$ cat config.mk
export PLATFORM = sky130hd
export DESIGN_NAME = delay_line_ctrl
export DESIGN_NICKNAME = d
export VERILOG_FILES = /design/src/rtl/delay_line_ctrl.sv
export SDC_FILE = /design/constraint.sdc
export NUM_CORES = 1
export LEC_CHECK = 0
export CAP_MARGIN = 30
export CORE_MARGIN = 5
export CORE_UTILIZATION = 38
export DETAILED_ROUTE_END_ITERATION = 7
export PLACE_DENSITY_LB_ADDON = 0.15
export SYNTH_ARGS = -nofsm -noshare
export SYNTH_HDL_FRONTEND = slang
export SYNTH_SLANG_ARGS = --single-unit
export TNS_END_PERCENT = 100
$ cat constraint.sdc
create_clock -name clk -period 6.4 [get_ports clk]
set_input_delay 1.28 -clock clk [delete_from_list [all_inputs] [get_ports clk]]
set_output_delay 1.28 -clock clk [all_outputs]
set_load 0.03 [all_outputs]
$ cat src/rtl/delay_line_ctrl.sv
// Circular-buffer sample delay line controller for an external SDP RAM.
// Optional echo mix of dry and delayed samples: define DELAY_MIX_EN.
module delay_line_ctrl #(
    parameter int ADDRESS_WIDTH = 9,
    parameter int DATA_WIDTH    = 8
) (
    input  logic                     clk,
    input  logic                     rst_n,
    input  logic                     cfg_load,
    input  logic [ADDRESS_WIDTH-1:0] delay_in,
    input  logic                     sample_valid,
    input  logic [DATA_WIDTH-1:0]    sample_in,
    output logic                     ram_wr_en,
    output logic                     ram_rd_en,
    output logic [ADDRESS_WIDTH-1:0] ram_wr_addr,
    output logic [ADDRESS_WIDTH-1:0] ram_rd_addr,
    output logic [DATA_WIDTH-1:0]    ram_din,
    input  logic [DATA_WIDTH-1:0]    ram_dout,
    output logic                     out_valid,
    output logic [DATA_WIDTH-1:0]    sample_out,
    output logic                     filling
);

    localparam int AW = ADDRESS_WIDTH;
    localparam int DW = DATA_WIDTH;
    localparam logic [AW-1:0] ONE = AW'(1);

    typedef enum logic {
        FILL = 1'b0,
        RUN  = 1'b1
    } state_t;

    state_t          state_q, state_d;
    logic [AW-1:0]   wr_ptr_q, wr_ptr_d;
    logic [AW-1:0]   fill_cnt_q, fill_cnt_d;
    logic [AW-1:0]   delay_q, delay_d;

    // Issue stage: RAM port registers plus result-selection tags
    logic            wr_en_q, wr_en_d;
    logic            rd_en_q, rd_en_d;
    logic [AW-1:0]   wr_addr_q, wr_addr_d;
    logic [AW-1:0]   rd_addr_q, rd_addr_d;
    logic [DW-1:0]   din_q, din_d;
    logic            iss_byp_q, iss_byp_d;
    logic            iss_fill_q, iss_fill_d;

    // Result stage: aligned with ram_dout
    logic            res_valid_q, res_valid_d;
    logic            res_byp_q, res_byp_d;
    logic            res_fill_q, res_fill_d;
    logic [DW-1:0]   dry2_q, dry2_d;

    // Values as seen by this cycle's issue, after a possible cfg_load
    logic [AW-1:0]   eff_delay;
    logic [AW-1:0]   eff_cnt;
    state_t          eff_state;

    // Next-state, pointer and pipeline logic
    always_comb begin
        eff_delay   = cfg_load ? delay_in : delay_q;
        eff_cnt     = cfg_load ? '0 : fill_cnt_q;
        eff_state   = cfg_load ? FILL : state_q;

        state_d     = eff_state;
        fill_cnt_d  = eff_cnt;
        delay_d     = eff_delay;
        wr_ptr_d    = wr_ptr_q;

        wr_en_d     = 1'b0;
        rd_en_d     = 1'b0;
        wr_addr_d   = wr_addr_q;
        rd_addr_d   = rd_addr_q;
        din_d       = din_q;
        iss_byp_d   = iss_byp_q;
        iss_fill_d  = iss_fill_q;

        res_valid_d = wr_en_q;
        res_byp_d   = iss_byp_q;
        res_fill_d  = iss_fill_q;
        dry2_d      = wr_en_q ? din_q : dry2_q;

        // A zero delay needs no fill phase
        if (!cfg_load && state_q == FILL && delay_q == '0) begin
            state_d = RUN;
        end

        if (sample_valid) begin
            wr_en_d    = 1'b1;
            rd_en_d    = 1'b1;
            wr_addr_d  = wr_ptr_q;
            rd_addr_d  = wr_ptr_q - eff_delay;
            din_d      = sample_in;
            wr_ptr_d   = wr_ptr_q + ONE;
            iss_byp_d  = (eff_delay == '0);
            iss_fill_d = (eff_state == FILL);
            if (eff_state == FILL && eff_delay != '0) begin
                fill_cnt_d = eff_cnt + ONE;
                if (eff_cnt == eff_delay - ONE) begin
                    state_d = RUN;
                end
            end
        end
    end

    // State and pipeline registers with synchronous reset
    always_ff @(posedge clk) begin
        if (!rst_n) begin
            state_q     <= FILL;
            wr_ptr_q    <= '0;
            fill_cnt_q  <= '0;
            delay_q     <= '0;
            wr_en_q     <= 1'b0;
            rd_en_q     <= 1'b0;
            wr_addr_q   <= '0;
            rd_addr_q   <= '0;
            din_q       <= '0;
            iss_byp_q   <= 1'b0;
            iss_fill_q  <= 1'b0;
            res_valid_q <= 1'b0;
            res_byp_q   <= 1'b0;
            res_fill_q  <= 1'b0;
            dry2_q      <= '0;
        end else begin
            state_q     <= state_d;
            wr_ptr_q    <= wr_ptr_d;
            fill_cnt_q  <= fill_cnt_d;
            delay_q     <= delay_d;
            wr_en_q     <= wr_en_d;
            rd_en_q     <= rd_en_d;
            wr_addr_q   <= wr_addr_d;
            rd_addr_q   <= rd_addr_d;
            din_q       <= din_d;
            iss_byp_q   <= iss_byp_d;
            iss_fill_q  <= iss_fill_d;
            res_valid_q <= res_valid_d;
            res_byp_q   <= res_byp_d;
            res_fill_q  <= res_fill_d;
            dry2_q      <= dry2_d;
        end
    end

`ifdef DELAY_MIX_EN
    logic [DW:0] mix_sum;
    assign mix_sum = {1'b0, dry2_q} + {1'b0, ram_dout};
`endif

    // Result select: ram_dout is only valid in this cycle, so it is muxed live
    always_comb begin
        sample_out = '0;
        if (res_valid_q) begin
            if (res_byp_q) begin
                sample_out = dry2_q;
            end else if (res_fill_q) begin
`ifdef DELAY_MIX_EN
                sample_out = dry2_q >> 1;
`else
                sample_out = '0;
`endif
            end else begin
`ifdef DELAY_MIX_EN
                sample_out = mix_sum[DW:1];
`else
                sample_out = ram_dout;
`endif
            end
        end
    end

    assign ram_wr_en   = wr_en_q;
    assign ram_rd_en   = rd_en_q;
    assign ram_wr_addr = wr_addr_q;
    assign ram_rd_addr = rd_addr_q;
    assign ram_din     = din_q;
    assign out_valid   = res_valid_q;
    assign filling     = (state_q == FILL) && (delay_q != '0);

endmodule
==> results of run 1 <==
placed cells by master, fill, tap and decap left out, types with 4 or more instances in the layout:
| cell type | Yosys | final |
|---|---|---|
| xnor2_1 | 21 | 21 |
| or3_1 | 5 | 5 |
| clkdlybuf4s50_1 | 0 | 64 |
| nand2_1 | 19 | 19 |
| nand3_1 | 7 | 7 |
| inv_1 | 13 | 13 |
| nor3_1 | 10 | 10 |
| mux2i_1 | 37 | 37 |
| nor2_1 | 10 | 10 |
| o21ai_0 | 11 | 11 |
| dfxtp_1 | 68 | 68 |
| clkbuf_8 | 0 | 10 |
| a21boi_0 | 7 | 7 |
| nor3b_1 | 5 | 5 |
| a21oi_1 | 8 | 8 |
| nand3b_1 | 5 | 5 |
| a22oi_1 | 7 | 7 |
| nor2b_1 | 53 | 53 |
| and2_1 | 14 | 14 |
| ha_1 | 12 | 12 |
| a211oi_1 | 4 | 4 |
| nand4_1 | 6 | 6 |
| xor2_1 | 9 | 9 |
layer usage:
metal / wire [um] / vias to the layer above / part of all wire, % / global-route usage, %
met1: 3980 / 1297 / 48 / 19.2
met5: 0 / - / 0 / 0
met2: 3780 / 59 / 46 / 24.0
met3: 439 / 9 / 5.3 / 4.26
li1: - / 1448 / - / -
met4: 87 / 0 / 1.1 / 4.06
through the flow:
stage / hold WS [ps] / worst slack (ps) / area, um2 / std cells
after floorplan: 431 / 2620 / 3620 / 384
after global placement: 442 / 2200 / 4360 / 563
after detailed placement: 443 / 2140 / 4360 / 563
after CTS: 463 / 2350 / 4590 / 579
after global routing: 494 / 2300 / 4590 / 579
final: 462 / 2370 / 4590 / 579
cells in the mapped netlist, types with 6 or more instances:
library cell   n
a21boi_0       7
a21oi_1        8
a22oi_1        7
and2_1        14
clkbuf_1      11
dfxtp_1       68
ha_1          12
inv_1         13
mux2i_1       37
nand2_1       19
nand3_1        7
nand4_1        6
nor2_1        10
nor2b_1       53
nor3_1        10
o21ai_0       11
xnor2_1       21
xor2_1         9
cell type report:
cell class              instances  area [um2]
flip-flops and latches         68        1360
well taps                     129         161
repair buffers                 69         673
inverters                      13        48.8
clock inverters                 5        83.8
fillers                       926        4700
multi-input cells             284        2120
clock buffers                  11         141
report_power, final:
part           switching (W)  internal [W]
clock network       0.000166      0.000232
logic              0.0000978     0.0000918
registers          0.0000173      0.000441
total               0.000281      0.000765
worst register-to-register path: stages, from the launching register on:
cell     delay, ps
dfxtp_1        370
mux2i_1        320
inv_1           80
ha_1           210
fa_1           410
nor2b_1        110
o21ai_0        110
a21oi_1        220
o31a_1         180
xnor2_1        110
a21oi_1         70
final timing paths:
| kind | slack [ps] | cells after the start | to |
|---|---|---|---|
| setup reg to reg | 4080 | 10 | ram_rd_addr[8] |
| setup / recovery | 2370 | 5 | sample_out[6] |
| hold / removal | 460 | 1 | res_fill_q |
| hold reg to reg | 460 | 1 | res_fill_q |
kinds of logic (layout without fill, tap and decap cells):
kind of cell    count (synthesis)  count (layout)  share of synthesized area [%]
flops                          68              68                           37.6
simple gates                  146             146                           24.2
buf+inv                        32              98                           3.84
compound gates                 57              57                           11.7
mux                            38              38                           10.6
xor+xnor                       30              30                           7.26
fa+ha+maj                      13              13                           4.70
state kept, by name, summed over array words and instances, names as in the netlist:
register     flops
ram_wr_addr      9
iss_fill_q       1
delay_q          9
fill_cnt_q       9
res_fill_q       1
state_q          1
dry2_q           8
res_byp_q        1
wr_ptr_q         9
out_valid        1
ram_din          8
ram_rd_addr      9
iss_byp_q        1
ram_rd_en        1
==> results.tsv, run 1 <==
metric	value	unit
status	finished clean	
synth_edf_count	0	
n_antenna_cell	0	
final-setup-viol-count	0	
path_common_cell	clkdlybuf4s50_1	
synthDistinctLibCells	53	
utilization	49.4	%
postCtsSetupRepairBufs	0	
ctsResizeCount	0	
holdBufCountCts	0	
p_leak	1.75	nW
final.period_utilization	63.0	%
via_per_inst	4.86	
path_cells	clkdlybuf4s50_1 > nor3b_1 > a21oi_1 > nor2b_1 > clkdlybuf4s50_1	
syn_inst	384	
die_area	11600	um2
irDropWorstVdd	0.000118	V
cts.path.max_buffers	2	
start_util	39.0	%
grt_pass1_vias	2814	
cp.arrival	2750	ps
die_w	108	um
synth_fp_nets	426	
cap_violations	0	
max_stage_delay	680	ps
syn-cell-area	3620	um2
slew_headroom	59.1	%
slowest_stage	clkdlybuf4s50_1	
wl_per_cell	14.3	um
critPathRequiredTime	5120	ps
fin_crit	4030	ps
synthFlopType	dfxtp_1	
dp_hpwl	5970	um
cts_root_buf	clkbuf_8	
cts-buffers-inserted	9	
grt_pass1_wl	13800	um
finalNetCount	487	
min_from	iss_fill_q	
grt_max_degree	69	
synth_area_leader_cell	dfxtp_1	
drive_gt1_share	6.44	%
wl	8280	um
track_usage	14.8	%
cp_num_buf_inv	2	
avgSynthCellArea	9.42	um2
drtIter0Drc	112	
worstSkewPairLatency	330	ps
power.total	0.00105	W
cts.sinks	68	
firstDrtPassIters	4	
critical_path.max_fanout	1	
synth_area_leaders	dfxtp_1 (38%), mux2i_1 (10%), nor2b_1 (9.2%)	
crit_path_end_kind	output port	
crit_start	ram_dout[6]	
vias	2813	
max_freq	248	MHz
num_rows	35	
critPathKind	in -> out	
core_area	9280	um2
powerDensity	228	nW/um2
cts_tree	built	
tightest_slew	611	ps
gp_congestion	0.894	
htree_num_levels	3	
cpLargestDelayFamily	buffers and inverters	
holdCritPathClass	reg -> reg	
ant_nets	0	
synth.top_cell.area_share	37.6	%
die_y	108	um
ys_seq_area_share	37.6	%
antenna_found_initial	0	
io_buffers	66	
drv_slew	0	
ys_seq_elements	68	
setup_tns	0	ps
ys_async_sr_fraction	0	%
cts.clk_slew.worst_paths	70	ps
critPathLaunchType	input pin	
rsz0062_at_grt	false	
fin_skew	8.58	ps
io_pins	67	
area_growth	26.8	%
hold_viol	0	
yosysWarnings	0	
timing.rr.start	delay_q[0]	
drc	0	
overflow	0	
No activity file was read; power rests on OpenSTA's default activity.
==> inputs of run 2 (changes only) <==
==> constraint.sdc (replaced) <==
create_clock -name clk -period 3.71 [get_ports clk]
set_input_delay 0.742 -clock clk [delete_from_list [all_inputs] [get_ports clk]]
set_output_delay 0.742 -clock clk [all_outputs]
set_load 0.03 [all_outputs]
==> run 2 against run 1 <==
  * Utilization increased by 0.31 points
  * Largest power group unchanged
  * Critical endpoint is now ram_rd_addr[5]
  * Sequential power grew 73%
  * Clock skew is 5.7 ps higher
==> results.tsv, run 2 (synthesis results as in run 1) <==
metric	value	unit
overflow	0	
reg2reg_depth	7	
final.period_utilization	81.9	%
io_pins	67	
worstSkewPairLatency	340	ps
postCtsSetupRepairBufs	0	
drive_gt1_share	6.86	%
critical_path.max_fanout	5	
htree_num_levels	3	
max_freq	329	MHz
die_w	108	um
wl	8490	um
final-setup-viol-count	0	
critPathKind	in -> reg	
crit_path_end_kind	flip-flop	
dp_hpwl	6230	um
via_per_inst	4.91	
ant_nets	0	
ctsResizeCount	0	
grt_max_degree	39	
setup_tns	0	ps
critPathRequiredTime	3960	ps
grt_pass1_vias	2807	
cts-buffers-inserted	9	
track_usage	15.2	%
utilization	49.7	%
tightest_slew	645	ps
final.fill_count	908	
io_buffers	66	
slew_headroom	56.5	%
hold_viol	0	
crit_start	cfg_load	
rsz0062_at_grt	false	
fin_crit	3040	ps
fin_skew	14.3	ps
endpoint	ram_rd_addr[5]	
finalNetCount	489	
gp_congestion	0.817	
wl_per_cell	14.6	um
final_cell_mix	dfxtp_1 (68), clkdlybuf4s50_1 (64), nor2b_1 (53)	
powerDensity	402	nW/um2
r2r-end	ram_rd_addr[5]	
holdCritPathClass	reg -> reg	
timing.rr.start	delay_q[1]	
p_leak	1.77	nW
cts.clk_slew.worst_paths	80	ps
die_area	11600	um2
status	finished clean	
area_growth	27.6	%
cts_root_buf	clkbuf_8	
start_util	39.0	%
antenna_found_initial	0	
drc	0	
critPathLaunchType	input pin	
layout_commonest_cell	dfxtp_1	
core_area	9280	um2
cts.path.max_buffers	2	
holdBufCountCts	0	
r2r_slack	1420	ps
die_y	108	um
cts.sinks	68	
cp.arrival	3290	ps
n_antenna_cell	0	
grt_pass1_wl	14000	um
vias	2852	
cap_violations	0	
cts_tree	built	
drtIter0Drc	103	
firstDrtPassIters	4	
irDropWorstVdd	0.000271	V
num_rows	35	
drv_slew	0	
==> run 2: cell count changes in the layout (fill, tap and decap cells not counted), sizes merged <==
| cell | delta |
|---|---|
| bufinv | +1 |
| buf | +2 |
| clkinv | +1 |
| clkinvlp | -1 |
| clkbuf | -1 |
==> run 2: final cells by class <==
type	instances	area, um2	area share [%]
Sequential cell	68	1360	29.5
Multi-Input combinational cell	284	2120	45.9
Clock buffer	10	128	2.76
Inverter	13	48.8	1.06
Clock inverter	6	111	2.41
Tap cell	129	161	3.50
Timing Repair Buffer	71	688	14.9
==> run 2: how the worst min path moves through the flow <==
stage                 to      start  depth (start not counted)
2_1_floorplan  res_byp_q  iss_byp_q                          1
3_3_place_gp   res_byp_q  iss_byp_q                          1
3_5_place_dp   res_byp_q  iss_byp_q                          1
4_1_cts        res_byp_q  iss_byp_q                          1
5_1_grt        res_byp_q  iss_byp_q                          1
6_report       res_byp_q  iss_byp_q                          1
==> run 2: critical path, stage by stage <==
cell             delay [ps]
clkdlybuf4s50_1         570
mux2i_1                 490
ha_1                    330
a21o_1                  180
a21oi_1                 220
a2bb2oi_1               370
a21boi_0                150
o31ai_1                 240
==> run 2: metal layers <==
metal	vias to the layer above	global-route usage, %	share of wire, %
met3	10	4.26	5.7
met4	0	5.05	1.4
met2	74	23.6	45
met1	1301	20.4	48
met5	-	0	0
li1	1467	-	-
==> run 2: report_power, final <==
group	switching [W]	internal, W	total, W
sequential	0.0000302	0.000761	0.000791
clock	0.000286	0.000448	0.000734
combinational	0.000173	0.000160	0.000333
total	0.000488	0.00137	0.00186
==> run 2: per-stage QoR <==
step	cell area [um2]	std cells	hold slack [ps]	setup WS (ps)	total power, W
6_report	4620	581	456	672	0.00186
5_1_grt	4620	581	491	453	0.00195
4_1_cts	4620	581	451	706	0.00189
3_5_place_dp	4380	565	445	345	0.00114
3_3_place_gp	4380	565	441	459	0.00114
2_1_floorplan	3620	384	431	471	0.00102
